**config.mk**
```make
export PLATFORM = sky130hd
export DESIGN_NAME = nabp_image_ram_writer
export DESIGN_NICKNAME = d
export VERILOG_FILES = /design/src/rtl/nabp_image_ram_writer.sv
export SDC_FILE = /design/constraint.sdc
export NUM_CORES = 1
export LEC_CHECK = 0
export BUFFER_PORTS_ARGS = -buffer_cell sky130_fd_sc_hd__buf_2
export CAP_MARGIN = 20
export CORE_ASPECT_RATIO = 1.2
export CORE_MARGIN = 2
export CORE_UTILIZATION = 45
export CTS_BUF_LIST = sky130_fd_sc_hd__clkbuf_16
export DETAILED_ROUTE_END_ITERATION = 7
export PLACE_DENSITY = 0.67
export SLEW_MARGIN = 20
export SYNTH_ARGS = -nofsm -noshare
export SYNTH_HDL_FRONTEND = slang
export SYNTH_SLANG_ARGS = --single-unit
export TNS_END_PERCENT = 5
```
**constraint.sdc**
```tcl
create_clock -name clk -period 1.91 [get_ports clk]
set_input_delay 0.191 -clock clk [delete_from_list [all_inputs] [get_ports clk]]
set_output_delay 0.191 -clock clk [all_outputs]
set_load 0.01 [all_outputs]
```
**src/rtl/nabp_image_ram_writer.sv**
```systemverilog
// nabp_image_ram_writer
//   Downstream consumer of the NABP image-RAM readout. It kicks NABP, paces
//   the readout with ir_enable so that the capture FIFO can never overflow,
//   buffers each (address, value) pair, and writes the pairs into an image RAM
//   write port that may stall. Completion and the written-word count are
//   reported to the host.
//
// Ports
//   clk, reset_n            clock, asynchronous active-low reset
//   hs_kick                 host start pulse (accepted only in IDLE)
//   hs_busy / hs_done       run in progress / one-cycle completion pulse
//   hs_word_count           words written in the current or last run
//   hs_overflow             sticky: a capture was attempted into a full FIFO
//   ir_kick / ir_kick_ack   readout request handshake with NABP
//   ir_enable               readout advance; word arrives one cycle later
//   ir_done                 NABP has presented its last word
//   ir_addr / ir_val        word presented by NABP
//   mem_we/addr/data/ready  image RAM write port with backpressure
module nabp_image_ram_writer #(
  parameter int DATA_WIDTH  = 16,
  parameter int ADDR_WIDTH  = 12,
  parameter int FIFO_DEPTH  = 4,
  parameter int COUNT_WIDTH = 16
) (
  input  logic                   clk,
  input  logic                   reset_n,
  input  logic                   hs_kick,
  output logic                   hs_busy,
  output logic                   hs_done,
  output logic [COUNT_WIDTH-1:0] hs_word_count,
  output logic                   hs_overflow,
  output logic                   ir_kick,
  output logic                   ir_enable,
  input  logic                   ir_kick_ack,
  input  logic                   ir_done,
  input  logic [ADDR_WIDTH-1:0]  ir_addr,
  input  logic [DATA_WIDTH-1:0]  ir_val,
  output logic                   mem_we,
  output logic [ADDR_WIDTH-1:0]  mem_addr,
  output logic [DATA_WIDTH-1:0]  mem_data,
  input  logic                   mem_ready
);

  localparam int PTR_W   = $clog2(FIFO_DEPTH);
  localparam int CNT_W   = PTR_W + 1;
  localparam int ENTRY_W = ADDR_WIDTH + DATA_WIDTH;

  localparam logic [CNT_W-1:0]       DEPTH_C   = CNT_W'(FIFO_DEPTH);
  localparam logic [CNT_W:0]         DEPTH_X   = (CNT_W + 1)'(FIFO_DEPTH);
  localparam logic [COUNT_WIDTH-1:0] COUNT_MAX = {COUNT_WIDTH{1'b1}};

  localparam logic [2:0] ST_IDLE   = 3'd0;
  localparam logic [2:0] ST_KICK   = 3'd1;
  localparam logic [2:0] ST_STREAM = 3'd2;
  localparam logic [2:0] ST_DRAIN  = 3'd3;
  localparam logic [2:0] ST_DONE   = 3'd4;

  logic [2:0]             state_q, state_d;
  logic                   enable_q;
  logic [ENTRY_W-1:0]     fifo_mem_q [FIFO_DEPTH];
  logic [PTR_W-1:0]       wr_ptr_q, rd_ptr_q;
  logic [CNT_W-1:0]       count_q, count_d;
  logic [COUNT_WIDTH-1:0] word_count_q, word_count_d;
  logic                   overflow_q;

  logic                   fifo_empty_s;
  logic                   fifo_full_s;
  logic                   pop_s;
  logic                   push_ok_s;
  logic                   overflow_set_s;
  logic [CNT_W:0]         occupancy_s;
  logic [ENTRY_W-1:0]     head_s;

  // FIFO status, push/pop qualification and readout pacing
  always_comb begin
    fifo_empty_s   = (count_q == {CNT_W{1'b0}});
    fifo_full_s    = (count_q == DEPTH_C);
    pop_s          = !fifo_empty_s && mem_ready;
    // capture is governed solely by enable_q; a full FIFO only accepts the
    // word if the head leaves in the same cycle
    push_ok_s      = enable_q && (!fifo_full_s || pop_s);
    overflow_set_s = enable_q && fifo_full_s && !pop_s;
    // the word requested last cycle is still in flight, so reserve its slot
    occupancy_s    = {1'b0, count_q} + {{CNT_W{1'b0}}, enable_q};
    ir_enable      = (state_q == ST_STREAM) && !ir_done && (occupancy_s < DEPTH_X);
    head_s         = fifo_mem_q[rd_ptr_q];
  end

  // Controller next-state
  always_comb begin
    state_d = state_q;
    case (state_q)
      ST_IDLE: begin
        if (hs_kick) state_d = ST_KICK;
        else         state_d = ST_IDLE;
      end
      ST_KICK: begin
        if (ir_kick_ack) state_d = ST_STREAM;
        else             state_d = ST_KICK;
      end
      ST_STREAM: begin
        if (ir_done) state_d = ST_DRAIN;
        else         state_d = ST_STREAM;
      end
      ST_DRAIN: begin
        // enable_q may still carry the final word into the first DRAIN cycle
        if (fifo_empty_s && !enable_q) state_d = ST_DONE;
        else                           state_d = ST_DRAIN;
      end
      ST_DONE: state_d = ST_IDLE;
      default: state_d = ST_IDLE;
    endcase
  end

  // FIFO occupancy next-state
  always_comb begin
    count_d = count_q;
    case ({push_ok_s, pop_s})
      2'b10:   count_d = count_q + CNT_W'(1);
      2'b01:   count_d = count_q - CNT_W'(1);
      default: count_d = count_q;
    endcase
  end

  // Written-word counter: cleared on an accepted kick, saturating increment
  always_comb begin
    word_count_d = word_count_q;
    if ((state_q == ST_IDLE) && hs_kick) begin
      word_count_d = {COUNT_WIDTH{1'b0}};
    end else if (pop_s && (word_count_q != COUNT_MAX)) begin
      word_count_d = word_count_q + COUNT_WIDTH'(1);
    end else begin
      word_count_d = word_count_q;
    end
  end

  // Controller state, pacing history, counter and sticky overflow flag
  always_ff @(posedge clk or negedge reset_n) begin
    if (!reset_n) begin
      state_q      <= ST_IDLE;
      enable_q     <= 1'b0;
      word_count_q <= {COUNT_WIDTH{1'b0}};
      overflow_q   <= 1'b0;
    end else begin
      state_q      <= state_d;
      enable_q     <= ir_enable;
      word_count_q <= word_count_d;
      overflow_q   <= overflow_q | overflow_set_s;
    end
  end

  // Capture FIFO storage and pointers; pointers wrap naturally (power of two)
  always_ff @(posedge clk or negedge reset_n) begin
    if (!reset_n) begin
      for (int i = 0; i < FIFO_DEPTH; i++) begin
        fifo_mem_q[i] <= {ENTRY_W{1'b0}};
      end
      wr_ptr_q <= {PTR_W{1'b0}};
      rd_ptr_q <= {PTR_W{1'b0}};
      count_q  <= {CNT_W{1'b0}};
    end else begin
      if (push_ok_s) begin
        fifo_mem_q[wr_ptr_q] <= {ir_addr, ir_val};
        wr_ptr_q             <= wr_ptr_q + PTR_W'(1);
      end else begin
        wr_ptr_q <= wr_ptr_q;
      end
      if (pop_s) begin
        rd_ptr_q <= rd_ptr_q + PTR_W'(1);
      end else begin
        rd_ptr_q <= rd_ptr_q;
      end
      count_q <= count_d;
    end
  end

  assign hs_busy       = (state_q != ST_IDLE);
  assign hs_done       = (state_q == ST_DONE);
  assign hs_word_count = word_count_q;
  assign hs_overflow   = overflow_q;
  assign ir_kick       = (state_q == ST_KICK);
  assign mem_we        = !fifo_empty_s;
  assign mem_addr      = head_s[ENTRY_W-1:DATA_WIDTH];
  assign mem_data      = head_s[DATA_WIDTH-1:0];

endmodule

```
# ---- Word level (Yosys, flattened, before mapping)
# Cells that the tools add are included.
# Widths: inputs -> output; s select.
dict set report op_classes {
  n_reduce_logical 21
  shift 0
  n_lt_le_gt_ge 4
  div_mod_pow 0
  n_mul 0
  bitwise_logic 3
  n_eq_ne 8
  add_sub_neg 6
  muxes 14
}
# operator n
set ops {}
lappend ops {{$bwmux 112} 1}
lappend ops {{$mux 28} 3}
lappend ops {{$bmux 28 s2} 1}
lappend ops {{$demux 28 s2} 1}
lappend ops {{$mux 16} 2}
lappend ops {{$add 16x1->16 const B} 1}
lappend ops {{$ne 16x16->1 const B} 1}
lappend ops {{$pmux 3 s4} 1}
lappend ops {{$logic_and 1x1->1} 10}
lappend ops {{$eq 3x2->1 const B} 2}
lappend ops {{$eq 3x3->1 const B} 2}
lappend ops {{$ge 3x3->1 const B} 2}
lappend ops {{$logic_not 3->1} 2}
lappend ops {{$not 2->3} 2}
lappend ops {{$pmux 3 s2} 1}
lappend ops {{$logic_not 1->1} 5}
lappend ops {{$add 2x1->2 const B} 2}
lappend ops {{$add 3x1->4} 1}
lappend ops {{$lt 4x3->1 const B} 1}
lappend ops {{$reduce_bool 2->1} 2}
lappend ops {{$add 3x1->3 const B} 1}
lappend ops {{$eq 3x1->1 const B} 1}
lappend ops {{$lt 3x1->1 const B} 1}
lappend ops {{$mux 3} 1}
lappend ops {{8 further kinds} 9}
dict set report word_totals {
  mem_bits_ro 0
  ram_bits 0
  latch_bits 0
  memories 0
  output_inout_bits 50
  input_bits 34
  wordCells 67
  regBits 140
}

# ---- Longest topological paths before layout
# Gate-level depths: netlist of the first run.
dict set report depth {
  word_depth 7
  ltp_mapped 9
  ltp_nobuf 8
}

# ---- Worst setup path before layout of the first run
# No wires, ideal clock.
dict set report synth_path {
  path_kind {register -> register}
  startpoint {reg count_q[0]}
  endpoint {reg count_q[1]}
  slack_ns -0.142
  setup_ns 0.125
  path_stages_with_launch 8
  arrival_ns 1.927
  path_buffers 1
  synth_period_minus_slack_ns 2.052
  cell_sequence {dfrtp_1 > nor4b_1 > nor2b_1 > buf_2 > inv_1 > ha_1 > fa_1 > mux2_2}
}
dict set report synth_via {
  elab_chain_cells 7
  word_cells_on_any_way 13
}
# item line
set synth_lines {}
lappend synth_lines {{from (decl)} 62} ;# logic [CNT_W-1:0] count_q, count_d;
lappend synth_lines {{from (signal assigned)} 160} ;# count_q <= {CNT_W{1'b0}};
lappend synth_lines {{from (signal assigned)} 173} ;# count_q <= count_d;
lappend synth_lines {{$logic_not 3->1} 76} ;# fifo_empty_s = (count_q == {CNT_W{1'b0}});
lappend synth_lines {{$logic_not 1->1} 78} ;# pop_s = !fifo_empty_s && mem_ready;
lappend synth_lines {{$logic_and 1x1->1} 78}
lappend synth_lines {{$logic_or 1x1->1} 81} ;# push_ok_s = enable_q && (!fifo_full_s || pop_s);
lappend synth_lines {{$logic_and 1x1->1} 81}
lappend synth_lines {{$eq 2x1->1 / $eq 2x2->1 (equally long branches)} 118} ;# case ({push_ok_s, pop_s})
lappend synth_lines {{$pmux 3 s2 (*)} 118}
lappend synth_lines {{net count_d[1]} 62}
# The timed path passes the listed nets; every way through them passes the cells marked *.
# A chain may end at the register's enable or synchronous reset.

# ---- Worst setup path in the final report of the first run
dict set report layout_path {
  startpoint {reg count_q[0]}
  endpoint {reg count_q[2]}
}
dict set report layout_via {
  elab_chain_cells 7
  word_cells_on_any_way 13
}
# item line
set layout_lines {}
lappend layout_lines {{$logic_not 3->1 (*)} 76}
lappend layout_lines {{$logic_not 1->1 (*)} 78}
lappend layout_lines {{$logic_and 1x1->1 (*)} 78}
lappend layout_lines {{net pop_s} 68} ;# logic pop_s;
lappend layout_lines {{$logic_or 1x1->1} 81}
lappend layout_lines {{$logic_and 1x1->1} 81}
lappend layout_lines {{$eq 2x1->1 / $eq 2x2->1 (equally long branches)} 118}
lappend layout_lines {{$pmux 3 s2 / $reduce_bool 2->1 (equally long branches)} -}
# Marked as above.

==> flow_summary.yaml, run 1 <==
synth:
  synth_top_cells_by_area: "dfrtp_1, mux2_2, mux4_2"
  synthFlopType: "dfrtp_1"
  synth_area_leader_cell: "dfrtp_1"
  ys_types: 38
  postSynthCellCount: 420
  synth.ff_latch_count: 140
  syn_nets: 461
  synth_top_area_share: 0.558
  synth-seq-area-share: 0.558
  synth_area_per_cell_sq_um: 14.9
  yosysWarnings: 0
  async_flop_share: 1.00
  synth.cell_area_sq_um: 6270
  synth_edf_count: 0
floorplanning:
  die_x_microns: 112
  die_h_microns: 133
  rows: 47
  start_util: 0.458
  die_area_sq_um: 14900
  design.core.area_sq_um: 13700
  io_pins: 84
drt:
  drt-total-wl_microns: 12900
  vias: 3972
  drt_pass1_iterations: 4
  ant_nets: 0
  drc: 0
  drtIter0Drc: 190
  routedWlPerCell_microns: 17.8
  via_per_inst: 5.48
sta:
  hold_viol_final: 0
  worst_slack_ns: -0.0206
  holdWs_ns: 0.0398
  fin_skew_ns: 0.00438
  slew_headroom: 0.613
  worst_pin_slew_ns: 0.574
  rsz0062_at_grt: "yes"
  max_freq_mhz: 518
  setup_viol: 2
  finalCriticalPeriod_ns: 1.93
  fin_crit_sh: 1.01
  drv_slew: 0
layout:
  multi_input_area_sq_um: 2710
  fin_cells: 725
  design_area_sq_um: 8000
  post-route-util: 0.584
  num_antenna_cells: 0
  layout_common_cells: "dfrtp_1, mux2_2, buf_2"
  final_common_cell: "dfrtp_1"
  drive_gt1_frac: 0.540
  regArea_sq_um: 3510
  finish.net_count: 582
  fill_cells: 1111
  area_growth_pct: 27.5
global_route:
  grt_overflow: 0
  grt_usage: 0.187
  grt_pass1_wl_microns: 22000
  grt_antenna_before_repair: 1
  grt_max_degree: 59
  grt_pass1_vias: 4353
min_path:
  hold_class: "input port to register"
  worstHoldStart: "ir_val[1]"
  min_to: "fifo_mem_q[29]"
  whs_path_depth: 2
placement:
  dp.cells: 692
  hpwl_microns: 8850
  io_buffers: 83
  dpl_cell_area_sq_um: 7240
  dpl_worst_slack_ns: -0.0551
  gp_congestion: 0.793
clocking:
  post_cts_buffers: 0
  numCtsBuffers: 17
  clock_latency_ns: 0.41
  cts_max_level: 4
  clk_pin_slew_ns: 0.06
  clockRootBuffer: "clkbuf_16"
  cts.sinks: 140
  cts_tree: "done"
  cts_buffer_depth: 2
pwr:
  vdd_drop_max_v: 0.000879
  leakage_nw: 3.73
  powerDensity_nw_per_um2: 1650
setup_path:
  timing.rr.start: "count_q[0]"
  crit_path_end_kind: "register"
  r2r-end: "count_q[2]"
  r2r_slack_ns: -0.02
  required_ns: 2.24
  critPathArrivalTime_ns: 2.26
  start_kind: "register"
  worstSetupPathType: "register to register"
  rr_worst_depth: 7
  critPathMaxFanout: 5
status:
  status: "finished, violations left"
  violations: "setup timing"
run:
  drv_cap: 0
metrics by stage:
stage,TNS (ns),total power [W]
after floorplan,-0.0201,0.00782
after global placement,0,0.00924
after detailed placement,-0.0856,0.00946
after CTS,-0.308,0.0132
after global routing,-1.60,0.0140
final,-0.0217,0.0132
synth_stat cells (all sizes together) (6+ instances only):
library cell	n
a21oi	16
buf	13
dfrtp	140
ha	6
inv	8
mux2	113
mux4	28
nand2	14
nand4	6
nor2	6
o21ai	8
o31ai	8
or3	7
or4	9
state kept, by name, summed over array words and instances (netlist names):
signal	flops
hs_overflow	1
state_q	3
count_q	3
hs_word_count	16
fifo_mem_q	112
rd_ptr_q	2
enable_q	1
wr_ptr_q	2
final cells by class:
cell class              instances  share of cell area
flip-flops and latches        140               0.439
repair buffers                119               0.113
clock inverters                15              0.0253
inverters                       8             0.00375
clock buffers                  17              0.0532
multi-input cells             255               0.339
well taps                     171              0.0268
cells by family after synthesis:
family	synth area share
multiplexers	0.303
XOR/XNOR	0.00977
AND/OR/NAND/NOR	0.0578
flip-flops	0.558
adder cells (fa/ha/maj)	0.0152
AO/OA/AOI/OAI	0.0385
buffers and inverters	0.0171
worst max-delay path by stage:
stage / start / endpoint / slack, ns / cells past startpoint
final: count_q[0] / count_q[2] / -0.02 / 7
after global routing: count_q[2] / count_q[2] / -0.11 / 8
after CTS: rd_ptr_q[0] / mem_addr[11] / -0.05 / 3
after detailed placement: count_q[1] / count_q[2] / -0.06 / 7
after global placement: count_q[1] / count_q[2] / 0.01 / 7
after floorplan: count_q[0] / count_q[1] / -0.02 / 7
where the power goes:
group | switching [W] | internal (W) | leakage (nW) | total [W]
sequential | 0.000685 | 0.00421 | 1.80 | 0.00489
clock | 0.00118 | 0.00229 | 0.300 | 0.00347
combinational | 0.00193 | 0.00293 | 1.63 | 0.00486
total | 0.00380 | 0.00942 | 3.73 | 0.0132
critical path, stage by stage (launching register included):
cell and delay (ns):
dfrtp_2 0.45, o31ai_4 0.31, inv_2 0.10, ha_4 0.18, fa_2 0.39, xnor2_1 0.13, nor2_1 0.11, xor2_1 0.17
per-layer routing:
layer | global-route usage | up-vias | wire length, microns
met3 | 0.0464 | 23 | 531
li1 | - | 1819 | -
met5 | 0 | - | 15
met1 | 0.227 | 2043 | 5350
met4 | 0.0748 | 2 | 242
met2 | 0.323 | 85 | 6770
repair_timing:
item,in CTS,in global routing
hold endpoints to repair,47,0
pin swaps,2,0
gates resized for setup,12,8
hold buffers,1,0
endpoints found under the setup margin,21,56
(Power assumes the default switching activity.)
==> inputs of run 2 (changes only) <==
- CTS_BUF_LIST: sky130_fd_sc_hd__clkbuf_16 -> sky130_fd_sc_hd__clkbuf_2
==> flow_summary.yaml, run 2 (same netlist as run 1, synthesis figures left out) <==
status:
  status: "finished, violations left"
  violations: "setup timing"
sta:
  worst_slack_ns: -0.358
  rsz0062_at_grt: "yes"
  fin_crit_sh: 1.19
  worst_pin_slew_ns: 0.616
  drv_slew: 0
  slew_headroom: 0.585
  max_freq_mhz: 441
  fin_skew_ns: 0.0182
  finalCriticalPeriod_ns: 2.27
  setup_viol: 32
  hold_viol_final: 0
global_route:
  grt_max_degree: 59
  grt_pass1_wl_microns: 22300
  grt_overflow: 0
  grt_usage: 0.190
  grt_pass1_vias: 4471
  grt_antenna_before_repair: 0
placement:
  io_buffers: 83
  hpwl_microns: 8850
  gp_congestion: 0.793
drt:
  vias: 4138
  ant_nets: 0
  routedWlPerCell_microns: 18.0
  drt-met1-wl_microns: 5730
  met3_length_microns: 573
  drtIter0Drc: 212
  dr_wl_met2_microns: 7140
  drt_pass1_iterations: 5
  drc: 0
  routed.top_layer: "met4"
  via_per_inst: 5.42
  drt-total-wl_microns: 13700
setup_path:
  critPathArrivalTime_ns: 2.08
  worstSetupPathType: "register to primary output"
  start_kind: "register"
  required_ns: 1.72
  rr_worst_depth: 7
  crit_path_end_kind: "primary output"
  critPathMaxFanout: 6
min_path:
  hold_class: "input port to register"
  whs_path_depth: 3
layout:
  largest-register: "fifo_mem_q"
  final_common_cell: "dfrtp_1"
  fill_cells: 1094
  num_antenna_cells: 0
  layout_common_cells: "dfrtp_1, mux2_2, buf_2"
  largest_register_ffs: 112
  post-route-util: 0.600
  finish.net_count: 621
  area_growth_pct: 31.0
  drive_gt1_frac: 0.528
pwr:
  powerDensity_nw_per_um2: 1500
  p_sw_w: 0.00380
  pwr-share-seq: 0.397
  p_int_w: 0.00852
  finalPower_w: 0.0123
  p_comb_frac: 0.441
  sw_frac_of_total: 0.308
  vdd_drop_max_v: 0.000916
  clkPwrFrac: 0.163
  leakage_nw: 3.83
clocking:
  cts_buffer_depth: 2
  cts_tree: "done"
  clk_pin_slew_ns: 0.19
  clockRootBuffer: "clkbuf_2"
  numCtsBuffers: 17
  cts.sinks: 140
  cts_max_level: 4
  clock_latency_ns: 0.69
floorplanning:
  die_area_sq_um: 14900
  rows: 47
  design.core.area_sq_um: 13700
  start_util: 0.458
  die_h_microns: 133
  io_pins: 84
  die_x_microns: 112
run:
  drv_cap: 0
[run 2: final timing paths]
path	startpoint	end	slack [ns]
min reg2reg	hs_overflow	hs_overflow	0.49
min	ir_val[2]	fifo_mem_q[30]	0.28
min in group asynchronous	reset_n	fifo_mem_q[87]	0.60
max	rd_ptr_q[0]	mem_data[4]	-0.36
max in group asynchronous	reset_n	fifo_mem_q[13]	1.01
max reg2reg	count_q[0]	count_q[2]	-0.04
[run 2: stage by stage]
stage	worst slack, ns	cells	hold WS (ns)	TNS [ns]	instance area, sq um
after detailed placement	-0.0551	692	0.167	-0.0856	7240
after global placement	0.0120	692	0.161	0	7240
after floorplan	-0.0201	420	-0.105	-0.0201	6310
final	-0.358	764	0.283	-9.31	8220
after CTS	-0.458	759	0.184	-12.27	7970
after global routing	-0.485	764	0.222	-13.73	8220
[run 2: what timing repair did]
action                     CTS  global route
hold endpoints to repair   275             0
pin swaps                    5             2
gates resized for setup     15            26
gates cloned                 0             4
buffers inserted             0             1
setup endpoints to repair   38           108
hold buffers                35             0
[run 2: routing by layer]
metal | vias up | track usage
met5 | - | 0
met2 | 88 | 0.324
met3 | 20 | 0.0446
met4 | 0 | 0.0768
met1 | 2121 | 0.233
li1 | 1909 | -
[run 2: power by group through the flow]
| stage | Clock (W) | Combinational [W] | Sequential, W |
|---|---|---|---|
| after floorplan | 0 | 0.00308 | 0.00474 |
| after global placement | 0 | 0.00441 | 0.00483 |
| after detailed placement | 0 | 0.00453 | 0.00493 |
| after CTS | 0.00208 | 0.00485 | 0.00487 |
| after global routing | 0.00220 | 0.00583 | 0.00504 |
| final | 0.00200 | 0.00543 | 0.00488 |
[run 2: area by class of cell]
cell class              instances  area [sq um]  area share
clock buffers                  17          85.1      0.0104
clock inverters                15           203      0.0247
inverters                       8          30.0     0.00365
multi-input cells             255          2750       0.334
flip-flops and latches        140          3510       0.427
well taps                     171           214      0.0260
repair buffers                158          1430       0.174
[run 2: critical path, cell delays in order (launching register included)]
cell and delay [ns]:
dfrtp_2 0.41, buf_12 0.14, clkbuf_16 0.16, mux4_2 0.53
buf_6 0.14
==> inputs of run 3 (changes only) <==
- BUFFER_PORTS_ARGS: -buffer_cell sky130_fd_sc_hd__buf_2 -> unset
- DONT_BUFFER_PORTS: unset -> 1
- PLACE_DENSITY: 0.67 -> 0.62
==> flow_summary.yaml, run 3 (same netlist as run 1, synthesis figures left out) <==
clocking:
  clk_pin_slew_ns: 0.20
  numCtsBuffers: 17
  clock_latency_ns: 0.71
  cts_buffer_depth: 2
  cts_max_level: 4
  clockRootBuffer: "clkbuf_2"
  cts.sinks: 140
  cts_tree: "done"
  postCtsHoldBufs: 32
sta:
  fin_crit_sh: 1.10
  finalCriticalPeriod_ns: 2.10
  setup_viol: 32
  rsz0062_at_grt: "yes"
  max_freq_mhz: 475
  worst_slack_ns: -0.195
  drv_slew: 0
  slew_headroom: 0.611
  worst_pin_slew_ns: 0.579
  fin_skew_ns: 0.0279
  hold_viol_final: 140
  holdWs_ns: -0.855
layout:
  post-route-util: 0.552
  final_common_cell: "dfrtp_1"
  layout_common_cells: "dfrtp_1, mux2_2, buf_4"
  area_growth_pct: 20.5
  largest-register: "fifo_mem_q"
  drive_gt1_frac: 0.469
  largest_register_ffs: 112
  finish.net_count: 551
floorplanning:
  start_util: 0.458
  die_x_microns: 112
  die_h_microns: 133
  io_pins: 84
  die_area_sq_um: 14900
  design.core.area_sq_um: 13700
  rows: 47
setup_path:
  crit_path_end_kind: "primary output"
  r2r-end: "count_q[2]"
  critPathArrivalTime_ns: 1.91
  critPathMaxFanout: 18
  cp-startpoint: "rd_ptr_q[0]"
  worstSetupPathType: "register to primary output"
  required_ns: 1.72
  r2r_slack_ns: -0.07
  start_kind: "register"
  rr_worst_depth: 8
  timing.rr.start: "count_q[2]"
min_path:
  hold_class: "input port to asynchronous set/reset pin"
pwr:
  sw_frac_of_total: 0.324
  p_int_w: 0.00719
  p_sw_w: 0.00344
  p_comb_frac: 0.396
  pwr-share-seq: 0.455
  powerDensity_nw_per_um2: 1410
  clkPwrFrac: 0.149
  finalPower_w: 0.0106
  vdd_drop_max_v: 0.000644
  leakage_nw: 3.44
global_route:
  grt_antenna_before_repair: 1
  grt_overflow: 0
  grt_pass1_wl_microns: 21300
  grt_usage: 0.184
  grt_max_degree: 141
  grt_pass1_vias: 4206
drt:
  drc: 0
  routedWlPerCell_microns: 18.6
  drtIter0Drc: 175
  drt_pass1_iterations: 5
  ant_nets: 0
  via_per_inst: 5.58
  drt-total-wl_microns: 12900
  vias: 3873
placement:
  gp_congestion: 0.802
  io_buffers: 0
  hpwl_microns: 8650
status:
  status: "finished, violations left"
  violations: "hold timing, setup timing"
run:
  drv_cap: 0
[run 3: area by class of cell]
cell class	instances	area, sq um
Clock buffer	20	100
Fill cell	1159	6140
Timing Repair Buffer	88	833
Antenna cell	1	2.50
Multi-Input combinational cell	255	2770
Tap cell	171	214
Clock inverter	11	103
Sequential cell	140	3510
Inverter	8	30.0
[run 3: worst max-delay path by stage]
| stage | cells after the start | endpoint | slack, ns |
|---|---|---|---|
| detailed placement | 6 | fifo_mem_q[39] | 0.003 |
| global placement | 6 | fifo_mem_q[37] | 0.06 |
| global route | 2 | mem_addr[2] | -0.35 |
| floorplan | 7 | count_q[1] | -0.02 |
| finish | 2 | mem_data[7] | -0.19 |
| CTS | 2 | mem_addr[2] | -0.30 |
[run 3: per-layer routing]
layer / up-vias / track usage / wire, microns
met2: 77 / 0.322 / 6920
met4: 0 / 0.0720 / 219
met1: 2016 / 0.216 / 5160
li1: 1765 / - / -
met3: 15 / 0.0500 / 572
met5: - / 0 / 0
[run 3: power by group through the flow]
| stage | logic [W] | clock network (W) | registers (W) |
|---|---|---|---|
| after floorplan | 0.00308 | 0 | 0.00474 |
| after global placement | 0.00384 | 0 | 0.00482 |
| after detailed placement | 0.00395 | 0 | 0.00493 |
| after CTS | 0.00406 | 0.00166 | 0.00487 |
| after global routing | 0.00457 | 0.00179 | 0.00499 |
| final | 0.00421 | 0.00159 | 0.00483 |
[run 3: critical path, cell delays in order, from the launching register on]
cell	delay [ns]
dfrtp_2	0.43
buf_12	0.21
mux4_2	0.58
[run 3: through the flow]
stage               std cells  setup WS, ns  setup TNS (ns)  instance area (sq um)
floorplan                 420       -0.0201         -0.0201                   6310
global placement          625        0.0588               0                   6890
detailed placement        625       0.00295               0                   6890
CTS                       688        -0.304           -8.56                   7440
global route              694        -0.354          -10.62                   7560
finish                    694        -0.195           -5.05                   7560
[run 3: repair_timing]
item,in CTS,in global routing
pin swaps,0,3
setup endpoints to repair,46,130
resized for setup,5,20
hold endpoints to repair,279,140
setup buffers,0,6
